<file path="src/rtl/lcd_pkg.sv">
// Shared types and the solid-fill colour table for the LCD test-pattern scheduler.
package lcd_pkg;

  typedef enum logic [1:0] {PAT_BARS, PAT_SOLID, PAT_CHECK, PAT_GRAD} pattern_e;

  typedef enum logic [1:0] {IDLE, AUTO, MAN} sched_state_e;

  localparam logic [2:0] COLOUR_LAST = 3'd6;

  // {R,G,B}: white, yellow, cyan, green, magenta, red, blue
  localparam logic [23:0] COLOUR_LUT [0:6] = '{
    24'hFFFFFF, 24'hFFFF00, 24'h00FFFF, 24'h00FF00, 24'hFF00FF, 24'hFF0000, 24'h0000FF
  };

  function automatic logic [23:0] colour_of(input logic [2:0] idx);
    logic [23:0] rgb;
    case (idx)
      3'd1:    rgb = COLOUR_LUT[1];
      3'd2:    rgb = COLOUR_LUT[2];
      3'd3:    rgb = COLOUR_LUT[3];
      3'd4:    rgb = COLOUR_LUT[4];
      3'd5:    rgb = COLOUR_LUT[5];
      3'd6:    rgb = COLOUR_LUT[6];
      default: rgb = COLOUR_LUT[0];
    endcase
    return rgb;
  endfunction

endpackage

</file>
<file path="src/rtl/lcd_frame_edge.sv">
// Registers active-low VD and flags its falling edge as a one-cycle frame boundary (fb).
module lcd_frame_edge (
  input  logic clk,
  input  logic rst,
  input  logic vd,
  output logic fb
);

  logic vd_q;

  always_ff @(posedge clk or posedge rst) begin
    if (rst) begin
      vd_q <= 1'b1;
    end else begin
      vd_q <= vd;
    end
  end

  assign fb = vd_q & ~vd;

endmodule

</file>
<file path="src/rtl/lcd_pattern_sched.sv">
// Frame-synchronous test-pattern scheduler: auto or manual advance, applied only at VD falls.
// Optional macro LCD_SCHED_FREEZE_EN adds a FREEZE input that suspends frame-boundary updates.
module lcd_pattern_sched
  import lcd_pkg::*;
#(
  parameter int unsigned FRAMES_PER_PATTERN = 60,
  parameter int unsigned NUM_PATTERNS       = 4,
  parameter int unsigned CNT_W              = 8
) (
  input  logic             CLK,
  input  logic             RST,
  input  logic             VD,
  input  logic             MODE_AUTO,
  input  logic             BTN_NEXT,
`ifdef LCD_SCHED_FREEZE_EN
  input  logic             FREEZE,
`endif
  output logic [1:0]       PAT_SEL,
  output logic [23:0]      SOLID_RGB,
  output logic [CNT_W-1:0] FRAME_CNT,
  output logic             SWITCHING
);

  localparam logic [1:0]       LAST_PAT = 2'(NUM_PATTERNS - 1);
  localparam logic [CNT_W-1:0] LAST_CNT = CNT_W'(FRAMES_PER_PATTERN - 1);
  localparam logic [CNT_W-1:0] CNT_MAX  = {CNT_W{1'b1}};

  logic fb_raw, fb;

  lcd_frame_edge u_frame_edge (
    .clk (CLK),
    .rst (RST),
    .vd  (VD),
    .fb  (fb_raw)
  );

`ifdef LCD_SCHED_FREEZE_EN
  assign fb = fb_raw & ~FREEZE;
`else
  assign fb = fb_raw;
`endif

  sched_state_e     state_q, state_d;
  logic [1:0]       pat_q, pat_d;
  logic [CNT_W-1:0] cnt_q, cnt_d;
  logic [2:0]       col_q, col_d;
  logic             pend_q, pend_d;
  logic             sw_q, sw_d;
  logic             adv;

  // The current state's advance rule is evaluated on a mode-change fb; the counter is then cleared.
  always_comb begin
    state_d = state_q;
    pat_d   = pat_q;
    cnt_d   = cnt_q;
    col_d   = col_q;
    pend_d  = pend_q;
    sw_d    = 1'b0;
    adv     = 1'b0;

    unique case (state_q)
      IDLE: begin
        pend_d = 1'b0;
        if (fb) begin
          state_d = MODE_AUTO ? AUTO : MAN;
          cnt_d   = '0;
        end
      end
      AUTO: begin
        pend_d = 1'b0;
        if (fb) begin
          if (cnt_q == LAST_CNT) begin
            adv   = 1'b1;
            cnt_d = '0;
          end else begin
            cnt_d = cnt_q + 1'b1;
          end
          if (!MODE_AUTO) begin
            state_d = MAN;
            cnt_d   = '0;
          end
        end
      end
      MAN: begin
        if (fb) begin
          pend_d = 1'b0;
          if (pend_q | BTN_NEXT) begin
            adv   = 1'b1;
            cnt_d = '0;
          end else if (cnt_q != CNT_MAX) begin
            cnt_d = cnt_q + 1'b1;
          end
          if (MODE_AUTO) begin
            state_d = AUTO;
            cnt_d   = '0;
          end
        end else if (BTN_NEXT) begin
          pend_d = 1'b1;
        end
      end
      default: begin
        state_d = IDLE;
      end
    endcase

    if (adv) begin
      sw_d  = 1'b1;
      pat_d = (pat_q == LAST_PAT) ? 2'd0 : pat_q + 2'd1;
      if (pat_d == PAT_SOLID) begin
        col_d = (col_q == COLOUR_LAST) ? 3'd0 : col_q + 3'd1;
      end
    end
  end

  always_ff @(posedge CLK or posedge RST) begin
    if (RST) begin
      state_q <= IDLE;
      pat_q   <= 2'd0;
      cnt_q   <= '0;
      col_q   <= 3'd0;
      pend_q  <= 1'b0;
      sw_q    <= 1'b0;
    end else begin
      state_q <= state_d;
      pat_q   <= pat_d;
      cnt_q   <= cnt_d;
      col_q   <= col_d;
      pend_q  <= pend_d;
      sw_q    <= sw_d;
    end
  end

  assign PAT_SEL   = pat_q;
  assign SOLID_RGB = colour_of(col_q);
  assign FRAME_CNT = cnt_q;
  assign SWITCHING = sw_q;

endmodule
</file>
<file path="config.mk">
export PLATFORM = sky130hd
export DESIGN_NAME = lcd_pattern_sched
export DESIGN_NICKNAME = d
export VERILOG_FILES = /design/src/rtl/lcd_pkg.sv /design/src/rtl/lcd_frame_edge.sv /design/src/rtl/lcd_pattern_sched.sv
export SDC_FILE = /design/constraint.sdc
export NUM_CORES = 1
export LEC_CHECK = 0
export CAP_MARGIN = 20
export CORE_UTILIZATION = 41
export CTS_CLUSTER_DIAMETER = 50
export DETAILED_ROUTE_END_ITERATION = 10
export GPL_ROUTABILITY_DRIVEN = 0
export PLACE_DENSITY = 0.75
export SETUP_SLACK_MARGIN = 0.4
export SLEW_MARGIN = 25
export SYNTH_ARGS = -nofsm -noshare
export SYNTH_HDL_FRONTEND = slang
export SYNTH_SLANG_ARGS = --single-unit
</file>
<file path="constraint.sdc">
create_clock -name CLK -period 2.25 [get_ports CLK]
set_input_delay 0.225 -clock CLK [delete_from_list [all_inputs] [get_ports CLK]]
set_output_delay 0.225 -clock CLK [all_outputs]
set_load 0.05 [all_outputs]
</file>
==> results of run 1 <==
-- worst paths after layout --
kind,from,end,slack [ns],depth (start not counted)
max reg2reg,state_q[1]$_DFFE_PP0P_,FRAME_CNT[4]$_DFFE_PP0P_,0.17,7
max in group asynchronous,RST,state_q[1]$_DFFE_PP0P_,1.45,2
min,RST,SWITCHING$_DFF_PP0_,0.32,2
min in group CLK,VD,u_frame_edge.vd_q$_DFF_PP1_,0.37,1
min reg2reg,pend_q$_DFFE_PP0P_,pend_q$_DFFE_PP0P_,0.53,1
max,state_q[1]$_DFFE_PP0P_,FRAME_CNT[4]$_DFFE_PP0P_,0.17,7
-- cell type report --
type	count	area, um2
well taps	31	38.8
fillers	183	749
clock buffers	4	36.3
flip-flops and latches	18	458
inverters	9	36.3
multi-input cells	87	724
repair buffers	65	786
-- where the power goes --
part	switching [uW]	internal, uW	leakage, uW
Combinational	1160	983	0.000728
Sequential	67.8	401	0.000227
Clock	109	98.8	0.0000210
Total	1340	1480	0.000976
-- worst register-to-register path, cell delays in order (launching register included) --
cell	delay [ns]
dfrtp_2	0.46
ha_4	0.17
buf_4	0.13
or3_4	0.40
a21oi_4	0.20
o31ai_4	0.12
buf_4	0.16
a221o_1	0.34
-- kinds of logic (layout without fill, tap and decap cells) --
kind of cell    after synthesis  in the layout  share of synthesized area [%]
compound gates               34             34                           21.1
fa+ha+maj                     8              8                           8.02
buf+inv                      30             78                           15.3
flops                        18             18                           36.2
mux                           3              3                           2.71
simple gates                 42             42                           16.7
-- cells in the final DEF (no fill, tap or decap), drive strengths merged, types with 2 or more instances in the layout --
| master | count |
|---|---|
| nor2b | 3 |
| o21ai | 6 |
| dlymetal6s2s | 2 |
| inv | 9 |
| nand3 | 5 |
| clkbuf | 4 |
| o22ai | 2 |
| clkdlybuf4s50 | 13 |
| a221o | 2 |
| dfrtp | 17 |
| buf | 50 |
| or3 | 2 |
| and3 | 4 |
| a22o | 5 |
| nor2 | 14 |
| ha | 8 |
| nand2 | 10 |
| a31oi | 2 |
| a21oi | 8 |
| mux2 | 3 |
-- routing by layer --
layer,vias to the layer above,wire length (um)
met4,0,60
met2,51,1530
met3,7,206
li1,555,-
met1,581,1290
met5,-,0
-- repair_timing --
item / in CTS / in global routing
hold endpoints to repair: 0 / 0
pin swaps: 8 / 14
endpoints found under the setup margin: 34 / 36
cloned: 0 / 0
setup buffers: 17 / 7
resized for setup: 19 / 7
-- registers in the layout (all words and copies together), names as in the netlist --
| name | count |
|---|---|
| PAT_SEL | 2 |
| u_frame_edge.vd_q | 1 |
| FRAME_CNT | 8 |
| state_q | 2 |
| SWITCHING | 1 |
| pend_q | 1 |
| col_q | 3 |
-- per-stage QoR --
| step | total power, uW | hold WS [ns] | instance area [um2] | std cells | utilization, % |
|---|---|---|---|---|---|
| after global routing | 2960 | 0.358 | 2080 | 214 | 73.5 |
| after global placement | 2220 | 0.491 | 1770 | 186 | 62.7 |
| final | 2820 | 0.320 | 2080 | 214 | 73.5 |
| after detailed placement | 2260 | 0.501 | 1770 | 186 | 62.7 |
| after floorplan | 1800 | 0.163 | 1400 | 135 | - |
| after CTS | 2730 | 0.341 | 2000 | 207 | 70.9 |
==> impl_metrics.ini, run 1 <==
[status]
status = finished, violations left
violations = design-rule violations

[sta]
rsz0062_at_grt = yes
slew_violations = 0
slew_headroom_pct = 54.3
worst_slack_ns = 0.172
fmax_mhz = 481
fin_crit_ns = 2.08
tightest_slew_ns = 0.685
setup_viol = 0
finalCritPeriodShare_pct = 92.4
clock_skew_ns = 0.00121
setup_tns_ns = 0
hold_viol_final = 0

[layout]
area_growth_pct = 66.7
n_antenna_cell = 0
nets = 197
drive_gt1_share_pct = 49.2

[synthesis]
synth.largest_area_cell = dfrtp_1
ys_seq_area_share_pct = 36.2
synth_commonest_cells = 21 x buf_4, 17 x dfrtp_1, 13 x nor2_1
netlist.area_leader.share_pct = 34.1
synthTopCellsByArea = dfrtp_1 34%, buf_4 13%, ha_1 8.0%
synthMostInstantiatedCell = buf_4
synth_edf_count = 0
synth_ff_type = dfrtp_1
ys_types = 33
synth_area_per_cell_um2 = 9.24
synth-seq-cells = 18
async_reset_ff_share_pct = 100
synth_cells = 135
netlist_area_mm2 = 0.00125
synth_warnings = 0
synth_nets = 148

[placement]
dp_slack_ns = 0.0485
post-dp-hpwl_mm = 1.96
numPortBuffers = 39

[min_path]
hp-class = in -> async

[drt]
viasPerCell = 5.58
first_iter_violations = 32
totalWireLength_mm = 3.09
wl_per_cell_um = 14.4
drc = 4
drtPass1Iterations = 9
ant_nets = 0
vias = 1194

[setup_path]
crit_chain = ha_4 -> buf_4 -> or3_4 -> a21oi_4 -> o31ai_4 -> buf_4 -> a221o_1
crit_family = compound AO/OA/AOI/OAI gates
required_ns = 2.45
critical_path.slowest_cell = dfrtp_2
cp-start-kind = flip-flop
arrival_ns = 2.28
crit_fanout = 4
path_buf_inv = 2
path_class = reg -> reg
max_stage_delay_ns = 0.46
cp-end-kind = flip-flop
crit_top_cell = buf_4

[cts]
clockBufferDepth = 2
cts_sinks = 18
worstSkewPairLatency_ns = 0.30
cts_tree = done
cts_max_level = 1
clkTransAtPathRegs_ns = 0.11
cts-root-buf = clkbuf_4
hold_buffers = 0
cts_made_buffers = 3

[floorplan]
start_util_pct = 44.1
die_w_um = 57.2
coreArea_mm2 = 0.00283
io_pins = 40
rows = 19
die_height_um = 57.2
die-area_mm2 = 0.00327

[global_route]
met1_usage_pct = 25.5
use_met3_pct = 3.40
grt_max_degree = 19
grt.busiest_layer = met2
grt_pass1_vias = 1109
antenna_found_initial = 0
grt_pass1_wl_mm = 5.09
grtUsageTotal_pct = 19.8
use_met2_pct = 33.6
overflow = 0

[job]
maxCapViolations = 0

[power]
p_leak_uw = 0.000976
ir_worst_vdd_mv = 0.721
p_per_area_mw_per_mm2 = 1360
Power figures use the tool's default switching activity.
==> run 2, diff against run 1 <==
CORE_MARGIN = 2   (was not set)
SETUP_SLACK_MARGIN = not set   (was 0.4)
==> impl_metrics.ini, run 2 (synthesis results as in run 1) <==
[floorplan]
io_pins = 40
die_height_um = 59.2
die_w_um = 59.2
coreArea_mm2 = 0.00298
die-area_mm2 = 0.00350
rows = 20
start_util_pct = 41.9

[setup_path]
reg2reg_depth = 7
required_ns = 2.44
cp-start-kind = flip-flop
cp-end-kind = flip-flop
reg2reg_to = FRAME_CNT[5]$_DFFE_PP0P_
arrival_ns = 2.36
r2r-start = state_q[0]$_DFFE_PP0P_
crit_fanout = 8
path_class = reg -> reg
r2r_slack_ns = 0.08

[drt]
wl_per_cell_um = 13.4
ant_nets = 0
viasPerCell = 5.45
drtPass1Iterations = 4
vias = 1062
totalWireLength_mm = 2.62
drc = 0
first_iter_violations = 10

[cts]
clockBufferDepth = 2
cts_made_buffers = 3
cts-root-buf = clkbuf_4
cts_sinks = 18
cts_max_level = 1
cts_tree = done
hold_buffers = 0
clkTransAtPathRegs_ns = 0.11
worstSkewPairLatency_ns = 0.31

[power]
p_leak_uw = 0.000814
ir_worst_vdd_mv = 0.661
p_per_area_mw_per_mm2 = 1380
totalPowerFinal_uw = 2440

[layout]
fillers = 258
fin_util_pct = 59.4
largest_register_ffs = 8
layout_common_cells = 16 x dfrtp_1, 16 x buf_12, 15 x clkdlybuf4s50_1
area_growth_pct = 41.7
nets = 176
drive_gt1_share_pct = 32.7
finalInstanceArea_mm2 = 0.00177
n_antenna_cell = 0

[placement]
dpl_cell_area_mm2 = 0.00170
post-dp-hpwl_mm = 1.97
numPortBuffers = 39

[global_route]
grt_max_degree = 19
grt_pass1_vias = 996
grt_pass1_wl_mm = 4.28
overflow = 0
antenna_found_initial = 0
grtUsageTotal_pct = 15.7

[sta]
slew_headroom_pct = 55.8
fmax_mhz = 460
fin_crit_ns = 2.17
finalCritPeriodShare_pct = 96.6
rsz0062_at_grt = no
fin_hold_ws_ns = 0.299
clock_skew_ns = 0.0119
slew_violations = 0
setup_tns_ns = 0
setup_viol = 0
hold_viol_final = 0
tightest_slew_ns = 0.662

[job]
maxCapViolations = 0

[min_path]
hp-class = in -> async

[status]
status = complete, no violations
## run 2: changes by cell type in the layout (fill, tap and decap cells not counted), sizes merged
| cell | delta |
|---|---|
| buf | -21 |
| dlymetal6s2s | -2 |
| clkdlybuf4s50 | +2 |
## run 2: final cells by class
type	count	area [um2]	area share, %
inverter	9	33.8	1.91
multi-input combinational	87	628	35.5
clock buffer	4	36.3	2.05
sequential	18	453	25.6
tap	33	41.3	2.34
timing repair buffer	44	576	32.6
## run 2: per-stage QoR
step                      worst slack, ns  std cells
final                              0.0764        195
after global routing               0.0119        195
after CTS                         0.00539        194
after detailed placement           0.0215        190
after global placement              0.116        190
after floorplan                   0.00228        135
## run 2: report_power, final
group,switching [uW],internal [uW],total (uW)
Combinational,1020,738,1760
Sequential,81.0,397,478
Clock,105,98.9,204
Total,1210,1230,2440
## run 2: worst max-delay path by stage
| stage | from | to | cells after the start |
|---|---|---|---|
| after global routing | state_q[0]$_DFFE_PP0P_ | FRAME_CNT[5]$_DFFE_PP0P_ | 7 |
| after detailed placement | state_q[0]$_DFFE_PP0P_ | FRAME_CNT[5]$_DFFE_PP0P_ | 7 |
| after floorplan | col_q[1]$_DFFE_PP0P_ | SOLID_RGB[1] | 6 |
| final | state_q[0]$_DFFE_PP0P_ | FRAME_CNT[5]$_DFFE_PP0P_ | 7 |
| after CTS | state_q[1]$_DFFE_PP0P_ | FRAME_CNT[5]$_DFFE_PP0P_ | 7 |
| after global placement | state_q[0]$_DFFE_PP0P_ | FRAME_CNT[5]$_DFFE_PP0P_ | 7 |
## run 2: metal layers
metal | share of wire (%) | global-route usage (%)
met5 | 0 | 0
met4 | 1.5 | 6.82
met3 | 5.1 | 2.40
met2 | 51 | 28.7
met1 | 42 | 17.9
## run 2: critical path, stage by stage (launching register included)
cell     delay (ns)
dfrtp_1        0.43
inv_2          0.10
ha_1           0.19
or3b_4         0.41
or2_4          0.25
o31ai_4        0.24
nor2_4         0.11
a221o_1        0.32
## run 2: repair_timing
| item | 4_1_cts | 5_1_grt |
|---|---|---|
| endpoints found under the hold margin | 0 | 0 |
| resized for setup | 2 | 7 |
| setup buffers | 0 | 1 |
| pin swaps | 0 | 1 |
| setup endpoints to repair | 10 | 32 |
